[src/rtl/prince_nibble_share_feeder.sv]
// Two-share nibble serialiser feeding the masked PRINCE S-box register row.
// Loads a 64-bit two-share state, then emits it low nibble first. Each nibble's
// shares are refreshed with a fresh rnd sample on the loading/advancing edge.
// All data outputs come straight from flops, so no output path depends
// combinationally on rnd.
//
// state | meaning
// IDLE  | ready for a new state; in_ready=1, outputs hold last values
// SHIFT | presenting one refreshed nibble per transfer; out_valid=1
module prince_nibble_share_feeder #(
  parameter int NIBBLES = 16,
  parameter int IDX_W   = 4
) (
  input  logic                   CK,
  input  logic                   RN,
  input  logic                   in_valid,
  output logic                   in_ready,
  input  logic [4*NIBBLES-1:0]   in_s0,
  input  logic [4*NIBBLES-1:0]   in_s1,
  input  logic [3:0]             rnd,
  output logic                   out_valid,
  input  logic                   out_ready,
  output logic [3:0]             out_s0,
  output logic [3:0]             out_s1,
  output logic [IDX_W-1:0]       out_idx,
  output logic                   out_last,
  output logic                   done
);

  localparam int SW = 4 * NIBBLES;
  localparam logic [IDX_W-1:0] LAST_IDX = IDX_W'(NIBBLES - 1);

  typedef enum logic {
    IDLE  = 1'b0,
    SHIFT = 1'b1
  } state_t;

  state_t           state_q, state_d;
  logic [3:0]       out_s0_q, out_s0_d;
  logic [3:0]       out_s1_q, out_s1_d;
  logic [IDX_W-1:0] out_idx_q, out_idx_d;
  logic [SW-5:0]    r0_q, r0_d;
  logic [SW-5:0]    r1_q, r1_d;
  logic             done_q, done_d;

  // State and datapath registers; reset clears every share-carrying flop.
  always_ff @(posedge CK or negedge RN) begin
    if (!RN) begin
      state_q   <= IDLE;
      out_s0_q  <= '0;
      out_s1_q  <= '0;
      out_idx_q <= '0;
      r0_q      <= '0;
      r1_q      <= '0;
      done_q    <= 1'b0;
    end else begin
      state_q   <= state_d;
      out_s0_q  <= out_s0_d;
      out_s1_q  <= out_s1_d;
      out_idx_q <= out_idx_d;
      r0_q      <= r0_d;
      r1_q      <= r1_d;
      done_q    <= done_d;
    end
  end

  // Next-state and datapath: shares are only ever XORed with rnd, never with
  // each other, and rnd is consumed only on a load or an advancing transfer.
  always_comb begin
    state_d   = state_q;
    out_s0_d  = out_s0_q;
    out_s1_d  = out_s1_q;
    out_idx_d = out_idx_q;
    r0_d      = r0_q;
    r1_d      = r1_q;
    done_d    = 1'b0;
    case (state_q)
      IDLE: begin
        if (in_valid) begin
          out_s0_d  = in_s0[3:0] ^ rnd;
          out_s1_d  = in_s1[3:0] ^ rnd;
          r0_d      = in_s0[SW-1:4];
          r1_d      = in_s1[SW-1:4];
          out_idx_d = '0;
          state_d   = SHIFT;
        end
      end
      SHIFT: begin
        if (out_ready) begin
          if (out_idx_q == LAST_IDX) begin
            // Final nibble consumed; data flops keep their values, out_valid masks them.
            state_d = IDLE;
            done_d  = 1'b1;
          end else begin
            out_s0_d  = r0_q[3:0] ^ rnd;
            out_s1_d  = r1_q[3:0] ^ rnd;
            r0_d      = r0_q >> 4;
            r1_d      = r1_q >> 4;
            out_idx_d = out_idx_q + IDX_W'(1);
          end
        end
      end
      default: state_d = IDLE;
    endcase
  end

  assign in_ready  = (state_q == IDLE);
  assign out_valid = (state_q == SHIFT);
  assign out_last  = out_valid && (out_idx_q == LAST_IDX);
  assign out_s0    = out_s0_q;
  assign out_s1    = out_s1_q;
  assign out_idx   = out_idx_q;
  assign done      = done_q;

endmodule

[config.mk]
export PLATFORM = sky130hd
export DESIGN_NAME = prince_nibble_share_feeder
export DESIGN_NICKNAME = d
export VERILOG_FILES = /design/src/rtl/prince_nibble_share_feeder.sv
export SDC_FILE = /design/constraint.sdc
export NUM_CORES = 1
export LEC_CHECK = 0
export ABC_AREA = 0
export BUFFER_PORTS_ARGS = -buffer_cell sky130_fd_sc_hd__buf_2
export CORE_UTILIZATION = 29
export DETAILED_ROUTE_END_ITERATION = 8
export GPL_TIMING_DRIVEN = 0
export MAX_ROUTING_LAYER = met4
export PLACE_DENSITY_LB_ADDON = 0.12
export SLEW_MARGIN = 20
export SYNTH_ARGS = -nofsm -noshare
export SYNTH_HDL_FRONTEND = slang
export SYNTH_SLANG_ARGS = --single-unit
[constraint.sdc]
create_clock -name CK -period 3.4 [get_ports CK]
set_input_delay 0.17 -clock CK [delete_from_list [all_inputs] [get_ports CK]]
set_output_delay 0.17 -clock CK [all_outputs]
set_load 0.005 [all_outputs]
Word level (Yosys, flattened, before mapping)
Cells that the tools add are included.
Word-level totals
  bits in registers: 134
  latch bits: 0
  bits in writable memories: 0
  ROM bits: 0
  bits of input ports: 136
  output and inout bits: 16
  memories kept: 0
Operators by class
  add/sub/neg operators: 1
  multipliers: 0
  divide/modulo/power cells: 0
  magnitude comparators: 0
  eq/ne operators: 4
  shifts and indexed selects: 0
  muxes and demuxes: 27
  bitwise operators: 5
  reduce and logical (&&, ||, !) cells: 2
Operators by type and width (count)
  two-way mux 60 bit: 6
  case mux 60 bit (2 select lines): 2
  two-way mux 4 bit: 9
  case mux 4 bit (2 select lines): 3
  XOR 4 bit: 4
  two-way mux 1 bit: 6
  != test 2 bit, second input constant: 3
  adder 4 x 1 -> 4 bit, second input constant: 1
  equality test 4 bit, second input constant: 1
  AND reduction 3 bit: 1
  case mux 1 bit (2 select lines): 1
  logical AND 1 bit: 1
  NOT 1 bit: 1

Logic depth before layout (Yosys ltp)
  depth after elaboration: 4
  mapped depth: 6

Worst setup path after synthesis
OpenSTA, ideal clock, no wires.
  path type: register to register
  start: reg out_idx_q[0] (netlist: out_idx[0])
  end: reg out_s0_q[0] (netlist: out_s0[0])
  data arrival time: 1645 ps
  data required time: 3275 ps
  slack: 1630 ps
  stages on the path, launching flop included: 7
  path through: dfrtp_1 ha_1 and3_1 o2bb2ai_2 buf_6 buf_6 mux2_4
Between the ends
  longest elaborated chain between the ends: 3
Ends and longest elaborated chain
  from (decl): RTL line 41  | logic [IDX_W-1:0] out_idx_q, out_idx_d;
  from (signal assigned): RTL line 60  | out_idx_q <= out_idx_d;
  equality test 4 bit: RTL line 90  | if (out_idx_q == LAST_IDX) begin
  != test 2 bit (no line)
  AND reduction 3 bit (no line)
  to (signal assigned): RTL line 58  | out_s0_q <= out_s0_d;
  to (decl): RTL line 39  | logic [3:0] out_s0_q, out_s0_d;
No other way between the ends.
A chain may end at the register's enable or synchronous reset.

Final worst setup path
  start: reg out_idx_q[1] (netlist: out_idx[1])
  end: reg out_idx_q[1] (netlist: out_idx[1])
Between the ends
  longest elaborated chain between the ends: 4
  elaborated cells on any way between the ends: 7
Ends and longest elaborated chain
  adder 4 x 1 -> 4 bit: RTL line 99  | out_idx_d = out_idx_q + IDX_W'(1);
  two-way mux 4 bit: RTL line 90
  two-way mux 4 bit: RTL line 89  | if (out_ready) begin
  case mux 4 bit (2 select lines): RTL line 77  | case (state_q)
Parallel ways exist; a longest one is shown, timed or not. The select of a mux whose other input is x is not followed.

==> implementation parameters <==
Parameter                              Value

Outcome
  Run status    complete, no violations

Synthesis
  Cell type contributing the most total cell area after synthesis    dfrtp_1
  Count of cell types in the netlist    23
  Count of mapped cells out of synthesis    460
  Yosys reg bits    134
  Most frequent cell after synthesis    mux2_2
  Proportion of synthesized chip area in sequential cells    0.483
  Most instantiated flip-flop cell in the synthesis netlist    dfrtp_1
  Portion of synthesized cell area occupied by the leading cell type    0.483
  Syn Nets    597
  Number of enable-type register cells in the synthesized netlist    0
  Netlist Area Pre-Place    around 7000 sq um
  Main area contributors after synthesis    dfrtp_1 (48%), mux2_2 (22%), mux2_4 (19%), buf_6 (2.1%), mux2i_1 (1.4%)
  Avg Cell Area, Syn    15.1 sq um
  Commonest cells post-synth    mux2_2 (135), dfrtp_1 (134), mux2_4 (90), buf_6 (13)
  Yosys warning total    0
  Share of synthesized flip-flops with an asynchronous set or reset    1.00

GRT
  Pin count of the biggest net entering global routing    82
  GR Util All Layers    0.140
  GRT Residual Overflow    0
  Wire length of the first global-routing pass    25200 microns
  Antenna violations before repair    2
  Vias in the first global route    4750

Pwr
  Sequential fraction of design power    0.336
  Net Switching    0.00236 W
  Comb pwr share    0.437
  Total power divided by cell area    just over 900 nW/um^2
  Cell internal power dissipation    around 0.0057 W
  Clock share of power    0.227
  Leak Pwr    4.37 nW
  Total Power Consumption    0.00807 W
  Switching share of power    0.292
  Worst IR drop on VDD    approximately 0.3 mV

Timing
  Aggregate negative setup slack    0 ns
  Min Clock Period, post-route    1.98 ns
  Slew Viols, Final    0
  Worst Max-Slew Pin Slew    0.570 ns
  Least setup slack across all paths after layout    1.42 ns
  Endpoints failing hold    0
  Worst max-slew margin expressed relative to the limit    0.620
  Count of final setup violators    0
  Clock tree skew after final layout    0.00866 ns
  Maximum achievable frequency    between 0.5 and 0.6 GHz
  Unrepaired setup endpoints after global routing    no
  Final clock period utilization by the worst path    0.583

Detailed routing
  Number of nets still failing antenna checks after routing    0
  Average via count per standard cell    4.29
  DR iter-0 viols    129
  Mean routed wirelength per cell    roughly 16 microns
  DRT Pass-1 Iters    4
  DR vias    4168
  Final Routed Wirelength    15800 microns
  DRC    0

Clock tree
  Cell at the root of the clock tree    clkbuf_16
  Number of buffers on the longest clock path    2
  Post CTS Setup Buffer Count    0
  CTS Buf Count    17
  Clk slew on worst S/H paths    0.06 ns
  Post-cts sizing count    0
  CTS H-tree lvls    4
  CTS tree    done
  Clock sink total    134
  Quantity of hold-fixing buffers added after cts    7
  Source-to-sink clock delay at the later pin of the worst-skew pair    between 0.4 and 0.5 ns

Setup path
  Data required time of the worst path    3.67 ns
  Worst path top cell family by delay    buffers and inverters
  Endpoint type of the worst setup path    flip-flop
  Worst-path cell chain    ha_1 -> and3_1 -> o2bb2ai_2 -> buf_6 -> clkbuf_1 -> o21ai_0
  Arrival @ worst endpoint    between 2 and 2.5 ns
  Cell at the slowest stage of the critical path    dfrtp_1
  Critical Path Fanout Max    10
  Worst path max stage delay    0.42 ns
  Critical Setup Path Class    reg -> reg
  Launching element type of the critical path    flip-flop
  Critical path buffer and inverter count    2

Die
  Die Area    24500 sq um
  Number of rows created at floorplan    56
  Floorplan die width    between 150 and 200 microns
  Die boundary height    around 160 microns
  Placeable core area    23500 sq um
  Initial standard-cell utilization of the core    0.296
  Number of placed I/O pins    roughly 150

Final layout
  Final cell area excluding filler cells    ~9000 sq um
  Final net count    775
  Fraction of layout cells with a size suffix above 1    0.664
  P&R area growth vs syn    26.6%
  Filler-free cell count of the finished design    approximately 970

Place
  Post-Place Setup Slack    approximately 1.4 ns
  Number of placed instances, taps included    slightly above 900
  DP HPWL    ~11000 microns
  Placed standard-cell area    between 8000 and 9000 sq um
  Routability congestion estimate    0.723
  IO buf count    151

Min path
  Class of the most critical hold timing path    in -> reg

Run
  Max-Cap Viols    0
==> logic make-up (layout without fill, tap and decap cells) <==
| family | Yosys count | in the layout | synth area share |
|---|---|---|---|
| buffers and inverters | 41 | 232 | 0.0377 |
| xor gates and xnor gates | 8 | 8 | 0.0101 |
| adders and majority gates | 1 | 1 | 0.00180 |
| muxes | 242 | 242 | 0.440 |
| DFF | 134 | 134 | 0.483 |
| AOI/OAI and AO/OA | 14 | 14 | 0.0132 |
| and+or+nand+nor | 20 | 20 | 0.0141 |
| other | 0 | 2 | 0 |
==> power by group through the flow <==
stage / clock, W / sequential (W) / combinational (W)
2_1_floorplan: 0 / 0.00261 / 0.00293
3_3_place_gp: 0 / 0.00271 / 0.00352
3_5_place_dp: 0 / 0.00273 / 0.00358
4_1_cts: 0.00190 / 0.00271 / 0.00361
5_1_grt: 0.00198 / 0.00281 / 0.00384
6_report: 0.00183 / 0.00271 / 0.00353
==> routing by layer <==
metal / wire, microns / vias to the layer above / global-route usage
met1: 7340 / 2058 / 0.171
met5: 0 / - / -
met2: 7380 / 97 / 0.217
met4: 132 / 0 / 0.0317
li1: - / 2006 / -
met3: 908 / 7 / 0.0523
==> path summary, 6_finish.rpt <==
path	start	to	slack (ns)	cells after the start
worst max-delay path	out_idx[1]$_DFFE_PN0P_	out_idx[1]$_DFFE_PN0P_	1.42	6
worst min-delay path	in_s0[60]	r0_q[56]$_DFFE_PN0P_	0.02	3
worst max register to register	out_idx[1]$_DFFE_PN0P_	out_idx[1]$_DFFE_PN0P_	1.42	6
worst min register to register	r0_q[23]$_DFFE_PN0P_	r0_q[23]$_DFFE_PN0P_	0.50	1
max in group asynchronous	RN	r0_q[15]$_DFFE_PN0P_	2.35	3
min in group asynchronous	RN	r1_q[45]$_DFFE_PN0P_	0.27	2
==> cells in the final DEF (no fill, tap or decap), drive strengths merged <==
cell type    netlist  routed
mux2             232     232
buf               21     173
dfrtp            134     134
clkbuf             9      26
inv               11      14
nand3             10      10
o21ai             10      10
mux2i             10      10
xnor2              8       8
dlygate4sd3        0       7
clkinv             0       6
nor2               4       4
clkinvlp           0       4
diode              0       2
nand2              2       2
nand4              2       2
bufinv             0       2
o2bb2ai            2       2
and3               1       1
a2bb2oi            1       1
a22o               1       1
nor2b              1       1
ha                 1       1
==> registers in the layout, indices dropped and copies added, names as in the netlist <==
signal,flops
r1_q,60
out_s1,4
r0_q,60
out_idx,4
out_valid,1
out_s0,4
done,1
==> tightest hold or removal path: cells and delay by family <==
| family | cells | cell delay (ns) |
|---|---|---|
| AO/OA/AOI/OAI | 1 | 0.08 |
| AND/OR/NAND/NOR | 1 | 0.07 |
| buffers and inverters | 1 | 0.07 |
==> area by class of cell <==
| type | instances | area, sq um |
|---|---|---|
| multi-input cells | 285 | 3320 |
| clock buffers | 17 | 425 |
| repair buffers | 159 | 863 |
| flip-flops and latches | 134 | 3350 |
| plain buffers | 30 | 220 |
| fillers | 2278 | 14700 |
| diodes | 2 | 5.00 |
| well taps | 319 | 399 |
| inverters | 11 | 41.3 |
| clock inverters | 15 | 154 |
==> stage by stage <==
stage / hold WS, ns / util
finish: 0.0172 / 0.374
CTS: 0.000164 / 0.374
global route: 0.0247 / 0.374
global placement: 0.412 / 0.345
floorplan: -0.126 / -
detailed placement: 0.121 / 0.346
(Power assumes the default switching activity.)
